**config.mk**
```make
export PLATFORM = sky130hd
export DESIGN_NAME = time_set_ctrl
export DESIGN_NICKNAME = d
export VERILOG_FILES = /design/src/rtl/time_set_ctrl.sv
export SDC_FILE = /design/constraint.sdc
export NUM_CORES = 1
export LEC_CHECK = 0
export BUFFER_PORTS_ARGS = -buffer_cell sky130_fd_sc_hd__buf_2
export CORE_MARGIN = 4
export CORE_UTILIZATION = 50
export DETAILED_ROUTE_END_ITERATION = 6
export GPL_TIMING_DRIVEN = 0
export PLACE_DENSITY = 0.66
export SYNTH_ARGS = -nofsm -noshare
export SYNTH_HDL_FRONTEND = slang
export SYNTH_SLANG_ARGS = --single-unit
```
**constraint.sdc**
```tcl
create_clock -name i_Clk_5MHz -period 7.2 [get_ports i_Clk_5MHz]
set_clock_uncertainty 0.05 [all_clocks]
set_input_delay 0.72 -clock i_Clk_5MHz [delete_from_list [all_inputs] [get_ports i_Clk_5MHz]]
set_output_delay 0.72 -clock i_Clk_5MHz [all_outputs]
set_load 0.05 [all_outputs]
```
**src/rtl/time_set_ctrl.sv**
```systemverilog
// -----------------------------------------------------------------------------
// time_set_ctrl
//
// Mode/setting controller in front of the time counter and the alarm time
// register. It turns debounced Set/Minute/Hour button levels into one-cycle
// increment pulses, with hold-to-repeat. Each pulse goes to the clock or the
// alarm target according to the current mode. It also drives the display blink
// enable, and it returns to RUN after a period with no button activity.
//
// Optional feature macro: TIME_SET_ALARM_EN
//   defined   : three modes, RUN -> SET_TIME -> SET_ALARM -> RUN
//   undefined : two modes, RUN <-> SET_TIME; alarm pulse outputs are tied to 0
//
// Ports
//   i_Clk_5MHz           in   1  system clock
//   i_Reset_n            in   1  synchronous reset, active-low
//   i_Clk_1Hz_Pulse      in   1  one-cycle 1 Hz strobe
//   i_Set_Btn            in   1  debounced mode button (level)
//   i_Min_Btn            in   1  debounced minute button (level)
//   i_Hour_Btn           in   1  debounced hour button (level)
//   o_Time_Minutes_Inc   out  1  one-cycle pulse, time minutes increment
//   o_Time_Hours_Inc     out  1  one-cycle pulse, time hours increment
//   o_Alarm_Minutes_Inc  out  1  one-cycle pulse, alarm minutes increment
//   o_Alarm_Hours_Inc    out  1  one-cycle pulse, alarm hours increment
//   o_Mode               out  2  00=RUN, 01=SET_TIME, 10=SET_ALARM
//   o_Display_On         out  1  display enable (blinks in set modes)
// -----------------------------------------------------------------------------
module time_set_ctrl #(
    parameter int HOLD_CYCLES   = 2500000,
    parameter int REPEAT_CYCLES = 1000000,
    parameter int TIMEOUT_S     = 10
) (
    input  logic       i_Clk_5MHz,
    input  logic       i_Reset_n,
    input  logic       i_Clk_1Hz_Pulse,
    input  logic       i_Set_Btn,
    input  logic       i_Min_Btn,
    input  logic       i_Hour_Btn,
    output logic       o_Time_Minutes_Inc,
    output logic       o_Time_Hours_Inc,
    output logic       o_Alarm_Minutes_Inc,
    output logic       o_Alarm_Hours_Inc,
    output logic [1:0] o_Mode,
    output logic       o_Display_On
);

    localparam int HR_MAX = (HOLD_CYCLES > REPEAT_CYCLES) ? HOLD_CYCLES : REPEAT_CYCLES;
    localparam int HW     = $clog2(HR_MAX) + 1;
    localparam int TW     = $clog2(TIMEOUT_S) + 1;

    localparam logic [HW-1:0] HOLD_LIM    = HW'(HOLD_CYCLES);
    localparam logic [HW-1:0] REPEAT_LIM  = HW'(REPEAT_CYCLES);
    localparam logic [TW-1:0] TIMEOUT_LIM = TW'(TIMEOUT_S);

    typedef enum logic [1:0] {
        ST_RUN       = 2'b00,
        ST_SET_TIME  = 2'b01,
        ST_SET_ALARM = 2'b10
    } mode_t;

    typedef enum logic [1:0] {
        BTN_NONE = 2'b00,
        BTN_MIN  = 2'b01,
        BTN_HOUR = 2'b10
    } active_t;

    mode_t          state, next_state;
    active_t        active, active_d;
    logic [HW-1:0]  hold_cnt, hold_cnt_d, hold_inc;
    logic           repeating, repeating_d;
    logic [TW-1:0]  timeout_cnt;
    logic           set_prev, min_prev, hour_prev;
    logic           set_rise, min_rise, hour_rise;
    logic           mode_change, hold_due;
    logic           fire_min, fire_hour;
    logic           min_pulse_q, hour_pulse_q;
    logic           display_q;
    logic           alarm_tgt;

    assign set_rise    = i_Set_Btn  & ~set_prev;
    assign min_rise    = i_Min_Btn  & ~min_prev;
    assign hour_rise   = i_Hour_Btn & ~hour_prev;
    assign mode_change = (next_state != state);

    // State register: holds the current mode.
    always_ff @(posedge i_Clk_5MHz) begin
        if (!i_Reset_n) begin
            state <= ST_RUN;
        end else begin
            state <= next_state;
        end
    end

    // Next-state logic. The timeout wins over a Set press, and an illegal
    // encoding falls back to RUN.
    always_comb begin
        next_state = state;
        if (state != ST_RUN && timeout_cnt >= TIMEOUT_LIM) begin
            next_state = ST_RUN;
        end else if (set_rise) begin
            case (state)
                ST_RUN:       next_state = ST_SET_TIME;
`ifdef TIME_SET_ALARM_EN
                ST_SET_TIME:  next_state = ST_SET_ALARM;
`else
                ST_SET_TIME:  next_state = ST_RUN;
`endif
                ST_SET_ALARM: next_state = ST_RUN;
                default:      next_state = ST_RUN;
            endcase
        end
    end

    // Button tracking: choose the active button and run its hold/repeat timer.
    // A mode change, or being in RUN, drops any pending repeat. The same
    // happens when a Min/Hour rise shares a cycle with a Set rise. Hour takes
    // priority. A Min rise is ignored while Hour is held, so after Hour is
    // released Min needs a fresh press.
    always_comb begin
        active_d    = active;
        hold_cnt_d  = hold_cnt;
        repeating_d = repeating;
        fire_min    = 1'b0;
        fire_hour   = 1'b0;
        hold_inc    = (hold_cnt == '1) ? hold_cnt : hold_cnt + 1'b1;
        hold_due    = repeating ? (hold_inc == REPEAT_LIM) : (hold_inc == HOLD_LIM);

        if (state == ST_RUN || mode_change) begin
            active_d    = BTN_NONE;
            hold_cnt_d  = '0;
            repeating_d = 1'b0;
        end else if (hour_rise) begin
            active_d    = BTN_HOUR;
            hold_cnt_d  = '0;
            repeating_d = 1'b0;
            fire_hour   = 1'b1;
        end else if (active == BTN_HOUR) begin
            if (!i_Hour_Btn) begin
                active_d    = BTN_NONE;
                hold_cnt_d  = '0;
                repeating_d = 1'b0;
            end else if (hold_due) begin
                hold_cnt_d  = '0;
                repeating_d = 1'b1;
                fire_hour   = 1'b1;
            end else begin
                hold_cnt_d  = hold_inc;
            end
        end else if (min_rise && !i_Hour_Btn) begin
            active_d    = BTN_MIN;
            hold_cnt_d  = '0;
            repeating_d = 1'b0;
            fire_min    = 1'b1;
        end else if (active == BTN_MIN) begin
            if (!i_Min_Btn) begin
                active_d    = BTN_NONE;
                hold_cnt_d  = '0;
                repeating_d = 1'b0;
            end else if (hold_due) begin
                hold_cnt_d  = '0;
                repeating_d = 1'b1;
                fire_min    = 1'b1;
            end else begin
                hold_cnt_d  = hold_inc;
            end
        end
    end

    // Registered state: edge history, hold timer, the one-cycle pulses, the
    // saturating timeout counter and the blink register.
    always_ff @(posedge i_Clk_5MHz) begin
        if (!i_Reset_n) begin
            set_prev     <= 1'b0;
            min_prev     <= 1'b0;
            hour_prev    <= 1'b0;
            active       <= BTN_NONE;
            hold_cnt     <= '0;
            repeating    <= 1'b0;
            min_pulse_q  <= 1'b0;
            hour_pulse_q <= 1'b0;
            timeout_cnt  <= '0;
            display_q    <= 1'b1;
        end else begin
            set_prev     <= i_Set_Btn;
            min_prev     <= i_Min_Btn;
            hour_prev    <= i_Hour_Btn;
            active       <= active_d;
            hold_cnt     <= hold_cnt_d;
            repeating    <= repeating_d;
            min_pulse_q  <= fire_min;
            hour_pulse_q <= fire_hour;

            if (state == ST_RUN || mode_change ||
                i_Set_Btn || i_Min_Btn || i_Hour_Btn) begin
                timeout_cnt <= '0;
            end else if (i_Clk_1Hz_Pulse && timeout_cnt != TIMEOUT_LIM) begin
                timeout_cnt <= timeout_cnt + 1'b1;
            end

            if (next_state == ST_RUN || fire_min || fire_hour) begin
                display_q <= 1'b1;
            end else if (i_Clk_1Hz_Pulse) begin
                display_q <= ~display_q;
            end
        end
    end

`ifdef TIME_SET_ALARM_EN
    logic alarm_tgt_q;

    // The pulse target is latched together with the pulse. A pulse is only
    // ever fired when the mode is not changing in that cycle.
    always_ff @(posedge i_Clk_5MHz) begin
        if (!i_Reset_n) begin
            alarm_tgt_q <= 1'b0;
        end else begin
            alarm_tgt_q <= (state == ST_SET_ALARM);
        end
    end
    assign alarm_tgt = alarm_tgt_q;
`else
    assign alarm_tgt = 1'b0;
`endif

    // Output decode: steer the registered pulses to their target.
    always_comb begin
        o_Mode             = state;
        o_Display_On       = display_q;
        o_Time_Minutes_Inc = min_pulse_q  & ~alarm_tgt;
        o_Time_Hours_Inc   = hour_pulse_q & ~alarm_tgt;
`ifdef TIME_SET_ALARM_EN
        o_Alarm_Minutes_Inc = min_pulse_q  & alarm_tgt;
        o_Alarm_Hours_Inc   = hour_pulse_q & alarm_tgt;
`else
        o_Alarm_Minutes_Inc = 1'b0;
        o_Alarm_Hours_Inc   = 1'b0;
`endif
    end

endmodule

```
-- Yosys cells after proc, flatten, opt, wreduce, memory -nomap -nowiden
Cells that the tools add are included.
- flip-flop bits (word level): 39
- ROM bits: 0
- output and inout bits: 7
- word-level logic and storage cells: 89
- bits in latches: 0
- memories kept: 0
- input port bits: 6
- memory bits (writable): 0
- $lt $le $gt $ge: 1
- mux-type cells: 34
- divide/modulo/power cells: 0
- bitwise logic cells: 8
- equal/unequal tests: 11
- reductions and logical operators: 21
- multiply operators: 0
- $add $sub $neg: 2
- shift-type cells: 0
- operator list (kind ; number):
    $mux 23 ; 7
    $add 23x1->23 const B ; 1
    $eq 23x20->1 const B ; 1
    $eq 23x22->1 const B ; 1
    $eq 23x23->1 const B ; 1
    $mux 1 ; 19
    $mux 2 ; 8
    $logic_or 1x1->1 ; 6
    $reduce_and 3->1 ; 2
    $reduce_or 2->1 ; 3
    $add 5x1->5 const B ; 1
    $ge 5x4->1 const B ; 1
    $ne 5x4->1 const B ; 1
    $not 1->1 ; 5
    $logic_not 2->1 ; 2
    $ne 4x1->1 const B ; 1
    $reduce_bool 4->1 ; 1
    $and 1x1->1 ; 3
    $logic_and 1x1->1 ; 3
    $ne 3x1->1 const B ; 1
    $ne 3x3->1 const B ; 1
    $reduce_bool 3->1 ; 1
    $reduce_or 3->1 ; 1
    $eq 2x1->1 const B ; 1
    5 further kinds ; 5

-- Logic depth before layout (Yosys ltp)
Gate-level depths: netlist of run 1.
- word-level depth: 14
- gate-level depth with buffers: 11
- mapped depth without buffers: 9

-- Worst setup path before layout of run 1
No wires, ideal clock.
- kind: flip-flop to flip-flop
- start: reg hold_cnt[0]
- end: reg hold_cnt[15]
- stages on the path, launching flop included: 11
- setup slack: 4.309 ns
- required time: 7.025 ns
- arrival time: 2.716 ns
- path buffers: 1
- period minus slack after synthesis: 2.891 ns
- cell sequence: dfxtp_1 -> ha_1 -> nand3_2 -> nor4_1 -> and4_1 -> o211ai_1 -> nor4_1 -> o221ai_4 -> buf_6 -> a32oi_1 -> o31ai_1
- word-level cells in the longest chain between the ends: 9
- RTL lines (item ; RTL line ; source):
    start: declaration ; 69 ; logic [HW-1:0] hold_cnt, hold_cnt_d, hold_inc;
    start signal: assignment ; 188 ; hold_cnt <= hold_cnt_d;
    $add 23x1->23 or $eq 23x23->1 (tied branches) ; 125 ; hold_inc = (hold_cnt == '1) ? hold_cnt : hold_cnt + 1'b1;
    $mux 23 (*) ; 125 ;
    $eq 23x22->1 or $eq 23x20->1 (tied branches) ; 126 ; hold_due = repeating ? (hold_inc == REPEAT_LIM) : (hold_inc == HOLD_LIM);
    $mux 1 ; 126 ;
    $mux 23 (*) ; 142, 159 ;
    $mux 23 ; 155 ; if (!i_Min_Btn) begin
    $mux 23 ; 154 ; end else if (active == BTN_MIN) begin
    $mux 23 ; 149 ; end else if (min_rise && !i_Hour_Btn) begin
    $mux 23 (*) ; 137 ; end else if (active == BTN_HOUR) begin
Every way passes the cells marked *; elsewhere a longest branch is shown, timed or not. The select of a mux whose other input is x is not followed.
A chain may end at the register's enable or synchronous reset.

-- Worst setup path after layout of run 1
- start: reg hold_cnt[1]
- end: reg hold_cnt[14]
The elaborated chain is that of the path after synthesis.

==> qor.log, run 1 <==
[clock_network] clock tree from TritonCTS yes
[power_and_ir_drop] portion of total power attributed to sequential cells 50.3%
[timing] worst hold slack 0.4529 ns
[route] metal1 wirelength 3287 microns
[worst_setup_path] worst reg2reg endpoint hold_cnt[14]$_SDFFE_PP0P_
[clock_network] post-CTS setup buffer count 0
[clock_network] clock transition at the registers of the reported paths 0.08 ns
[die] height of the chip 80.27 microns
[placed_design] HPWL after detailed placement 5012 microns
[timing] maximum operating frequency 286.0 MHz
[timing] Hold Vio Cnt, Final 0
[worst_setup_path] startpoint kind of the worst setup timing path flop
[placed_design] number of I/O port buffers 9
[worst_setup_path] Required @ worst endpoint 7.33 ns
[timing] setup TNS 0 ns
[timing] Tightest Pin Transition 1.331 ns
[power_and_ir_drop] Switching Share 22.55%
[cells_and_area] share of cells above drive strength 1 17.15%
[route] router iterations before antenna repair 5
[timing] setup repair after global routing missed its margin false
[yosys] per-instance average area after synthesis 8.035 sq um
[power_and_ir_drop] cell internal pwr 337.9 uW
[yosys] number of synthesized flops with an enable pin 0
[power_and_ir_drop] total leakage power 0.0009872 uW
[worst_setup_path] highest net fanout along the worst path 10
[power_and_ir_drop] maximum vdd drop 0.1732 mV
[route] met3 wire length 638 microns
[route] WL per Instance 17.40 microns
[run] number of maximum-capacitance violations 0
[power_and_ir_drop] switching power total 98.38 uW
[clock_network] deepest level of the CTS H-tree 2
[cells_and_area] layout overhead on the synthesized area 9.871%
[worst_setup_path] CP endpoint kind flop
[power_and_ir_drop] areal power density over the cells 152.1 nW/um^2
[worst_setup_path] R2R Setup Slk 3.70 ns
[yosys] ranking of synthesized cells by instance count 39 x dfxtp_1, 29 x nand2_1, 28 x nor2_1
[die] Top Ports 13
[die] Die W 80.27 microns
[route] ANT nets after route 0
[yosys] cells taking the most area after synthesis dfxtp_1 30%, a31oi_1 5.7%, nand2_1 4.2%
[yosys] async set or reset register ratio after synthesis 0%
[clock_network] clock latency at the later pin of the worst-skew pair 0.30 ns
[yosys] Yosys warning count 0
[die] area of the core 5075 sq um
[route] post-route DRC violation count 0
[worst_setup_path] Critical Path AT 3.63 ns
[grt] first-pass GRT wire length 11,840 microns
[yosys] Yosys top cell area share 29.90%
[cells_and_area] Design Area, Final 2869 sq um
[cells_and_area] Layout Nets 352
[clock_network] clock buffer depth 2
[yosys] Seq/Total Area, Yosys 29.90%
[yosys] most frequently used cell type in the post-synthesis netlist dfxtp_1
[placed_design] Routability Congestion 0.8999
[worst_setup_path] Worst Reg2Reg Path Length in Cells 10
[die] starting utilization of the core area 51.45%
[power_and_ir_drop] Clk pwr share 44.2%
[timing] Setup Viol. Count Final 0
[yosys] Synth Cell Area 2611 sq um
[clock_network] clk root buf clkbuf_8
[yosys] largest area contributor in the synthesized netlist dfxtp_1
[die] area of the die 6442 sq um
[power_and_ir_drop] part of the power in combinational logic 5.6%
[grt] number of global-route vias before repair 2,391
[route] via/cell ratio 6.285
[grt] total gr overflow 0
[yosys] Mapped Cells 325
[route] Highest Signal Layer met4
[timing] final slew viol count 0
[clock_network] CTS sink cnt 39
[die] standard-cell row count 26
[route] via count 2,602
[placed_design] Post-DP Area 2751 sq um
[route] Starting DRT DRC Count 263
[min_path] type of the worst min-delay path flop to flop
[yosys] post-synthesis sequential element count 39
[timing] Max transition margin 10.75%
[route] Total Routed Length 7202 microns
[timing] post-route fraction of the period consumed by the critical path 48.56%
[grt] number of antenna violations at the first check in global routing 0
[yosys] Primary FF master, synth dfxtp_1
[clock_network] number of gates resized after cts 0
[cells_and_area] layout filler cell count 485
[worst_setup_path] Setup crit start hold_cnt[1]$_SDFFE_PP0P_
[run_status] run status complete, no violations
[worst_setup_path] endpoint of the most critical setup path hold_cnt[14]$_SDFFE_PP0P_
[grt] pin count of the biggest net entering global routing 13
[cells_and_area] final antenna diode count 0
[grt] global-route total usage across every layer 23.79%
[route] routed length on met2 3111 microns
[worst_setup_path] category of the most critical setup path flop to flop
[worst_setup_path] startpoint of the most critical register-to-register path hold_cnt[1]$_SDFFE_PP0P_
[clock_network] Num CTS Buffers 5
[yosys] Synth cell types 58
[timing] final worst path period need 3.496 ns
[clock_network] CTS hold repair buffers 0
worst max-delay path: stages, from the launching register on:
cell and delay, ns:
dfxtp_1 0.39, ha_1 0.34, nand3_2 0.20, nor4_1 0.69
and4_1 0.29, o211ai_1 0.08, nor4_1 0.50, o221ai_4 0.31
buf_6 0.24, a31oi_1 0.19, mux2i_1 0.09
power groups by stage:
| stage | Sequential [uW] | Combinational, uW | Clock (uW) |
|---|---|---|---|
| 2_1_floorplan | 227 | 14.3 | 0 |
| 3_3_place_gp | 224 | 23.7 | 0 |
| 3_5_place_dp | 224 | 23.9 | 0 |
| 4_1_cts | 219 | 24.0 | 196 |
| 5_1_grt | 220 | 26.7 | 205 |
| 6_report | 219 | 24.3 | 193 |
per-stage QoR:
step	util [%]	setup slack [ns]	total power, uW	instances
detailed placement	54.22	3.748	248.4	406
finish	56.53	3.704	436.3	414
global placement	54.22	3.772	248.1	406
floorplan	-	4.309	241.8	327
global route	56.53	3.362	451.0	414
CTS	56.53	3.731	439.4	414
metal layers:
| layer | global-route usage (%) | vias to the layer above |
|---|---|---|
| met4 | 10.81 | 0 |
| met5 | 0 | - |
| met3 | 5.381 | 17 |
| li1 | - | 1256 |
| met1 | 34.33 | 1199 |
| met2 | 33.11 | 130 |
cells in the final DEF (no fill, tap or decap), types with 5 or more instances in the layout:
cell | netlist | final
inv_1 | 11 | 11
and4_1 | 6 | 6
nor2_1 | 28 | 28
o211ai_1 | 5 | 5
buf_4 | 6 | 6
nor4_1 | 8 | 8
and3_1 | 7 | 7
nand3_1 | 19 | 19
nand2_1 | 29 | 29
clkbuf_8 | 0 | 6
xnor2_1 | 11 | 11
a21oi_1 | 13 | 13
nor2b_1 | 5 | 5
dfxtp_1 | 39 | 39
buf_6 | 5 | 5
o21ai_0 | 7 | 7
buf_2 | 4 | 13
clkbuf_1 | 5 | 5
nor3_1 | 9 | 9
a31oi_1 | 24 | 24
nand4_1 | 10 | 10
registers in the layout, indices dropped and copies added (netlist names):
signal	count
hold_cnt	23
repeating	1
o_Display_On	1
active	2
o_Mode	2
o_Time_Hours_Inc	1
o_Time_Minutes_Inc	1
min_prev	1
timeout_cnt	5
hour_prev	1
set_prev	1
logic make-up (layout without fill, tap and decap cells):
family	Yosys count	count (layout)	share of synthesized area, %
AND/OR/NAND/NOR	153	153	33.06
adder cells (fa/ha/maj)	3	3	1.438
other	1	3	0.1436
XOR/XNOR	15	15	5.031
flip-flops	39	39	29.90
AO/OA/AOI/OAI	77	77	21.56
multiplexers	4	4	1.533
buffers and inverters	33	50	7.331
area by class of cell:
type	instances	area (sq um)	share of cell area, %
multi-input cells	255	1647	57.39
flip-flops and latches	39	780.7	27.21
plain buffers	22	150.1	5.233
well taps	70	87.58	3.053
clock buffers	6	82.58	2.878
repair buffers	9	45.04	1.570
inverters	11	41.29	1.439
clock inverters	2	35.03	1.221
how the worst min path moves through the flow:
stage	from	endpoint	slack (ns)	cells after the start
after floorplan	hold_cnt[1]$_SDFFE_PP0P_	hold_cnt[1]$_SDFFE_PP0P_	0.41	2
after global placement	hold_cnt[1]$_SDFFE_PP0P_	hold_cnt[1]$_SDFFE_PP0P_	0.45	2
after detailed placement	hold_cnt[1]$_SDFFE_PP0P_	hold_cnt[1]$_SDFFE_PP0P_	0.44	2
after CTS	hold_cnt[1]$_SDFFE_PP0P_	hold_cnt[1]$_SDFFE_PP0P_	0.45	2
after global routing	hold_cnt[1]$_SDFFE_PP0P_	hold_cnt[1]$_SDFFE_PP0P_	0.51	2
final	hold_cnt[1]$_SDFFE_PP0P_	hold_cnt[1]$_SDFFE_PP0P_	0.45	2
(Power assumes the default switching activity.)
==> run 2: changes to the inputs <==
Clock period 7.2 ns to 3.59 ns, I/O delays scaled along.
==> qor.log, run 2 (synthesis gave the netlist of run 1 again) <==
[grt] number of global-route vias before repair 2,391 [unchanged]
[cells_and_area] Storage cell area 780.7 sq um [unchanged]
[timing] maximum operating frequency 301.5 MHz [+5.4%]
[cells_and_area] Layout Nets 352 [unchanged]
[route] Total Routed Length 7250 microns [+0.67%]
[worst_setup_path] Critical Path AT 3.42 ns [-0.21 ns]
[timing] Setup Viol. Count Final 0 [unchanged]
[clock_network] clock latency at the later pin of the worst-skew pair 0.30 ns [about the same]
[cells_and_area] share of cells above drive strength 1 18.31% [+1.2 points]
[die] Top Ports 13 [unchanged]
[clock_network] clk root buf clkbuf_8
[timing] Tightest Pin Transition 1.443 ns [+0.1119 ns]
[cells_and_area] top register by number of flip-flops hold_cnt
[cells_and_area] layout overhead on the synthesized area 11.45%
[clock_network] clock transition at the registers of the reported paths 0.08 ns [about the same]
[die] area of the core 5075 sq um [unchanged]
[cells_and_area] max FFs per register 23 [unchanged]
[grt] pin count of the biggest net entering global routing 13 [unchanged]
[timing] Hold Vio Cnt, Final 0 [unchanged]
[die] Die W 80.27 microns [unchanged]
[placed_design] Routability Congestion 0.8999 [unchanged]
[cells_and_area] combined area of the multi-input logic cells 1688 sq um [+2.5%]
[run_status] run status complete, no violations
[route] router iterations before antenna repair 5 [unchanged]
[timing] Max transition margin 3.248% [-7.5 points]
[route] WL per Instance 17.51 microns [+0.67%]
[timing] setup repair after global routing missed its margin false
[cells_and_area] leading cell type in the layout, fill and taps excluded dfxtp_1
[worst_setup_path] Worst Reg2Reg Path Length in Cells 10 [unchanged]
[cells_and_area] final antenna diode count 0 [unchanged]
[clock_network] CTS hold repair buffers 0 [unchanged]
[route] Starting DRT DRC Count 272 [+3.4%]
[timing] post-route fraction of the period consumed by the critical path 92.39% [+44 points]
[power_and_ir_drop] maximum vdd drop 0.3496 mV [+100%]
[grt] number of antenna violations at the first check in global routing 0 [unchanged]
[worst_setup_path] highest net fanout along the worst path 10 [unchanged]
[worst_setup_path] Largest stage delay, worst path 0.50 ns [-0.19 ns]
[placed_design] HPWL after detailed placement 5012 microns [unchanged]
[run] number of maximum-capacitance violations 0 [unchanged]
[worst_setup_path] startpoint kind of the worst setup timing path flop
[timing] setup TNS 0 ns [unchanged]
[clock_network] Num CTS Buffers 5 [unchanged]
[placed_design] number of I/O port buffers 9 [unchanged]
[clock_network] clock tree from TritonCTS yes
[clock_network] clock buffer depth 2 [unchanged]
[power_and_ir_drop] total leakage power 0.001021 uW [+3.4%]
[die] standard-cell row count 26 [unchanged]
[route] post-route DRC violation count 0 [unchanged]
[die] height of the chip 80.27 microns [unchanged]
[route] ANT nets after route 0 [unchanged]
[cells_and_area] layout filler cell count 485 [unchanged]
[grt] global-route total usage across every layer 23.79% [unchanged]
[min_path] Min-Delay Path Depth 2 [unchanged]
[route] via count 2,674 [+2.8%]
[grt] total gr overflow 0 [unchanged]
[worst_setup_path] library cell contributing the largest single delay on the critical path nor4_1
[min_path] type of the worst min-delay path primary input to flop
[route] via/cell ratio 6.459 [+2.8%]
[placed_design] Placed Cells incl. Taps 406 [unchanged]
[power_and_ir_drop] areal power density over the cells 300.5 nW/um^2 [+98%]
[worst_setup_path] category of the most critical setup path flop to flop
[die] area of the die 6442 sq um [unchanged]
[worst_setup_path] critical path cell sequence ha_1 -> nand3_2 -> nor4_2 -> mux2i_1 -> o211ai_1 -> nor4_1 -> o221ai_4 -> buf_6 -> a31oi_1 -> nor3_1
[die] starting utilization of the core area 51.45% [unchanged]
[timing] final slew viol count 0 [unchanged]
[cells_and_area] non-filler instance count after layout 414 [unchanged]
[grt] first-pass GRT wire length 11,840 microns [unchanged]
[clock_network] CTS sink cnt 39 [unchanged]
[worst_setup_path] CP endpoint kind flop
[worst_setup_path] Required @ worst endpoint 3.69 ns [-3.64 ns]
[timing] final worst path period need 3.317 ns [-0.1793 ns]
[cells_and_area] biggest regs hold_cnt x23, timeout_cnt x5
[clock_network] deepest level of the CTS H-tree 2 [unchanged]
[cells_and_area] most frequent cells in the layout 39 x dfxtp_1, 29 x nand2_1, 28 x nor2_1
-- run 2: changes by cell type in the layout (fill, tap and decap cells not counted) --
cell	change
nor4_1	-3
nor4_4	+2
nor3_1	-1
nor3_2	+1
nor4_2	+1
-- run 2: worst max-delay path: cells and delay by family, from the launching register on --
family / cells / cell delay (ns)
multiplexers: 1 / 0.23
flip-flops: 1 / 0.39
adder cells (fa/ha/maj): 1 / 0.33
AO/OA/AOI/OAI: 3 / 0.61
AND/OR/NAND/NOR: 4 / 1.31
buffers and inverters: 1 / 0.24
-- run 2: final timing paths --
path,slack [ns],from,endpoint
min,0.23,i_Set_Btn,set_prev$_SDFF_PN0_
max,0.27,hold_cnt[1]$_SDFFE_PP0P_,hold_cnt[4]$_SDFFE_PP0P_
max reg2reg,0.27,hold_cnt[1]$_SDFFE_PP0P_,hold_cnt[4]$_SDFFE_PP0P_
min reg2reg,0.45,hold_cnt[1]$_SDFFE_PP0P_,hold_cnt[1]$_SDFFE_PP0P_
-- run 2: report_power, final --
| part | internal, uW | switching [uW] | leakage (uW) |
|---|---|---|---|
| clock network | 225 | 161 | 0.0000612 |
| logic | 16.0 | 33.1 | 0.000644 |
| registers | 437 | 3.25 | 0.000316 |
| total | 678 | 197 | 0.00102 |
-- run 2: cell type report --
| cell class | count | area share [%] |
|---|---|---|
| clock buffer | 6 | 2.837 |
| multi-input combinational | 255 | 58.00 |
| buffer | 22 | 5.159 |
| clock inverter | 2 | 1.204 |
| sequential | 39 | 26.83 |
| timing repair buffer | 9 | 1.548 |
| tap | 70 | 3.009 |
| inverter | 11 | 1.419 |
-- run 2: what timing repair did --
action	4_1_cts	5_1_grt
setup buffers	0	0
gates resized for setup	0	6
setup endpoints to repair	0	26
-- run 2: stage by stage --
step | cell area [sq um] | total power [uW] | util (%) | hold slack [ns] | setup WS [ns]
global route | 2910 | 904.5 | 57.35 | 0.2402 | 0.007450
detailed placement | 2751 | 498.1 | 54.22 | 0.4386 | 0.1384
floorplan | 2619 | 485.0 | - | 0.4134 | 0.6988
CTS | 2869 | 881.3 | 56.53 | 0.2315 | 0.1210
finish | 2910 | 874.6 | 57.35 | 0.2328 | 0.2730
global placement | 2751 | 497.5 | 54.22 | 0.4464 | 0.1618
-- run 2: layer usage --
metal	routed length, microns	track usage (%)	share of wire, %	up-vias
met1	3316	34.33	46	1235
li1	-	-	-	1262
met4	225	10.81	3.1	0
met3	593	5.381	8.2	24
met5	0	0	0	-
met2	3115	33.11	43	153
==> run 3: changes to the inputs <==
Settings changed: CORE_UTILIZATION 50 to 45, PLACE_DENSITY 0.66 to 0.61.
==> qor.log, run 3 (synthesis gave the netlist of run 1 again) <==
[run_status] run status complete, no violations
[route] Starting DRT DRC Count 189 [-31%]
[clock_network] clock tree from TritonCTS yes
[placed_design] worst setup slack after placement 0.09864 ns [-0.03976 ns]
[clock_network] deepest level of the CTS H-tree 2 [unchanged]
[cells_and_area] Design Area, Final 2893 sq um [-0.60%]
[timing] Max transition margin 12.38% [+9.1 points]
[placed_design] Placed Cells incl. Taps 408 [+0.49%]
[worst_setup_path] library cell contributing the largest single delay on the critical path nor4_2
[clock_network] CTS sink cnt 39 [unchanged]
[cells_and_area] non-filler instance count after layout 415 [+0.24%]
[timing] setup repair after global routing missed its margin false
[grt] number of antenna violations at the first check in global routing 0 [unchanged]
[worst_setup_path] startpoint kind of the worst setup timing path flop
[placed_design] HPWL after detailed placement 5080 microns [+1.4%]
[min_path] startpoint of the lowest-slack hold path i_Set_Btn
[worst_setup_path] critical path cell sequence ha_1 -> nand3_2 -> nor4_2 -> and4_1 -> o211ai_1 -> nor4_1 -> o221ai_4 -> nand2_1 -> o22ai_1
[worst_setup_path] R2R Setup Slk 0.29 ns [about the same]
[cells_and_area] layout filler cell count 531 [+9.5%]
[route] ANT nets after route 0 [unchanged]
[route] Total Routed Length 7136 microns [-1.6%]
[die] height of the chip 84.18 microns [+4.9%]
[cells_and_area] most frequent cells in the layout 39 x dfxtp_1, 29 x nand2_1, 28 x nor2_1
[cells_and_area] Layout Nets 352 [unchanged]
[die] standard-cell row count 27 [+3.8%]
[grt] number of global-route vias before repair 2,392 [+0.042%]
[clock_network] clock latency at the later pin of the worst-skew pair 0.29 ns [about the same]
[placed_design] Post-DP Area 2754 sq um [about the same]
[timing] final worst path period need 3.305 ns [-0.01235 ns]
[cells_and_area] final antenna diode count 0 [unchanged]
[placed_design] Routability Congestion 0.9382 [+4.3%]
[timing] Tightest Pin Transition 1.306 ns [-0.1361 ns]
[cells_and_area] biggest regs hold_cnt x23, timeout_cnt x5
[die] area of the core 5574 sq um [+9.8%]
[route] router iterations before antenna repair 5 [unchanged]
[run] number of maximum-capacitance violations 0 [unchanged]
[grt] total gr overflow 0 [unchanged]
[min_path] hold endpoint set_prev$_SDFF_PN0_
[cells_and_area] leading cell type in the layout, fill and taps excluded dfxtp_1
[worst_setup_path] CP endpoint kind flop
[worst_setup_path] cell family contributing the most delay on the critical path simple AND/OR/NAND/NOR gates
[worst_setup_path] highest net fanout along the worst path 10 [unchanged]
[min_path] type of the worst min-delay path primary input to flop
[worst_setup_path] Buf/Inv on CP 0 [-1]
[timing] setup TNS 0 ns [unchanged]
[worst_setup_path] Largest stage delay, worst path 0.53 ns [+0.03 ns]
[route] post-route DRC violation count 0 [unchanged]
[power_and_ir_drop] areal power density over the cells 294.5 nW/um^2 [-2.0%]
[worst_setup_path] worst reg2reg endpoint hold_cnt[1]$_SDFFE_PP0P_
[power_and_ir_drop] maximum vdd drop 0.1979 mV [-43%]
[clock_network] clk root buf clkbuf_8
[worst_setup_path] Worst Reg2Reg Path Length in Cells 9 [-1]
[die] Top Ports 13 [unchanged]
[power_and_ir_drop] part of the power in combinational logic 5.7% [about the same]
[cells_and_area] top register by number of flip-flops hold_cnt
[cells_and_area] max FFs per register 23 [unchanged]
[cells_and_area] Storage cell area 780.7 sq um [unchanged]
[cells_and_area] share of cells above drive strength 1 18.08% [-0.24 points]
[timing] final slew viol count 0 [unchanged]
[power_and_ir_drop] portion of total power attributed to sequential cells 51.6% [+1.3 points]
[clock_network] Num CTS Buffers 5 [unchanged]
[timing] post-route fraction of the period consumed by the critical path 92.05% [-0.34 points]
[worst_setup_path] Critical Path AT 3.42 ns [about the same]
[clock_network] clock transition at the registers of the reported paths 0.08 ns [about the same]
[grt] global-route total usage across every layer 21.09% [-2.7 points]
[grt] first-pass GRT wire length 12,250 microns [+3.5%]
[worst_setup_path] cell count along the critical path 9 [-1]
[power_and_ir_drop] total leakage power 0.0009933 uW [-2.7%]
[route] via count 2,550 [-4.6%]
[clock_network] clock buffer depth 2 [unchanged]
[power_and_ir_drop] Clk pwr share 42.6% [-1.5 points]
[die] area of the die 7085 sq um [+10%]
[timing] maximum operating frequency 302.6 MHz [+0.37%]
[cells_and_area] post-layout utilization of the core 51.90% [-5.5 points]
[die] Die W 84.18 microns [+4.9%]
[power_and_ir_drop] cell internal pwr 655.9 uW [-3.2%]
[min_path] Min-Delay Path Depth 2 [unchanged]
[worst_setup_path] Required @ worst endpoint 3.70 ns [about the same]
[timing] slack of the critical path 0.2854 ns [+0.01236 ns]
[grt] pin count of the biggest net entering global routing 13 [unchanged]
[cells_and_area] layout overhead on the synthesized area 10.78%
[timing] Setup Viol. Count Final 0 [unchanged]
[route] via/cell ratio 6.145 [-4.9%]
[die] starting utilization of the core area 46.85% [-4.6 points]
[placed_design] number of I/O port buffers 9 [unchanged]
[cells_and_area] combined area of the multi-input logic cells 1679 sq um [-0.52%]
[timing] Hold Vio Cnt, Final 0 [unchanged]
[power_and_ir_drop] switching power total 196.1 uW [-0.46%]
[worst_setup_path] startpoint of the most critical register-to-register path hold_cnt[1]$_SDFFE_PP0P_
[worst_setup_path] category of the most critical setup path flop to flop
[power_and_ir_drop] Switching Share 23.01% [+0.49 points]
[route] WL per Instance 17.20 microns [-1.8%]
==> run 3: changes by cell type in the layout (fill, tap and decap cells not counted), sizes merged <==
| cell | change |
|---|---|
| clkinv | -1 |
| clkbuf | -1 |
| clkinvlp | +1 |
==> run 3: how the worst max path moves through the flow <==
stage / startpoint / to / slack, ns
after global routing: hold_cnt[1]$_SDFFE_PP0P_ / hold_cnt[13]$_SDFFE_PP0P_ / 0.06
after CTS: hold_cnt[1]$_SDFFE_PP0P_ / hold_cnt[1]$_SDFFE_PP0P_ / 0.09
final: hold_cnt[1]$_SDFFE_PP0P_ / hold_cnt[1]$_SDFFE_PP0P_ / 0.29
after detailed placement: hold_cnt[1]$_SDFFE_PP0P_ / hold_cnt[13]$_SDFFE_PP0P_ / 0.1
after global placement: hold_cnt[1]$_SDFFE_PP0P_ / hold_cnt[13]$_SDFFE_PP0P_ / 0.13
after floorplan: hold_cnt[0]$_SDFFE_PP0P_ / hold_cnt[15]$_SDFFE_PP0P_ / 0.70
==> run 3: power by group through the flow <==
stage                     combinational (uW)  clock (uW)  sequential [uW]
final                                   48.7         363              440
after global placement                  47.7           0              450
after detailed placement                48.0           0              450
after floorplan                         28.7           0              456
after CTS                               48.1         372              440
after global routing                    53.7         391              440
==> run 3: metal layers <==
metal | GRT usage [%] | up-vias | share of wire, % | wire length (microns)
met4 | 7.895 | 0 | 1.4 | 99
met3 | 3.337 | 11 | 7.1 | 504
li1 | - | 1254 | - | -
met2 | 31.78 | 80 | 45 | 3191
met5 | 0 | - | 0 | 0
met1 | 30.20 | 1205 | 47 | 3340
==> run 3: cell type report <==
| cell class | instances | share of cell area [%] |
|---|---|---|
| Clock inverter | 2 | 1.298 |
| Tap cell | 72 | 3.114 |
| Timing Repair Buffer | 9 | 1.557 |
| Buffer | 22 | 5.190 |
| Inverter | 11 | 1.427 |
| Multi-Input combinational cell | 255 | 58.05 |
| Sequential cell | 39 | 26.99 |
| Clock buffer | 5 | 2.379 |
==> run 3: metrics by stage <==
step | hold WS [ns] | total power (uW)
floorplan | 0.4134 | 485.0
global placement | 0.4481 | 497.8
detailed placement | 0.4637 | 497.9
CTS | 0.2419 | 860.1
global route | 0.2497 | 885.4
finish | 0.2480 | 852.0
==> run 3: what timing repair did <==
item,in CTS,in global routing
buffers inserted,0,0
gates resized for setup,0,5
hold buffers,0,0
setup endpoints to repair,0,24
hold endpoints to repair,0,0
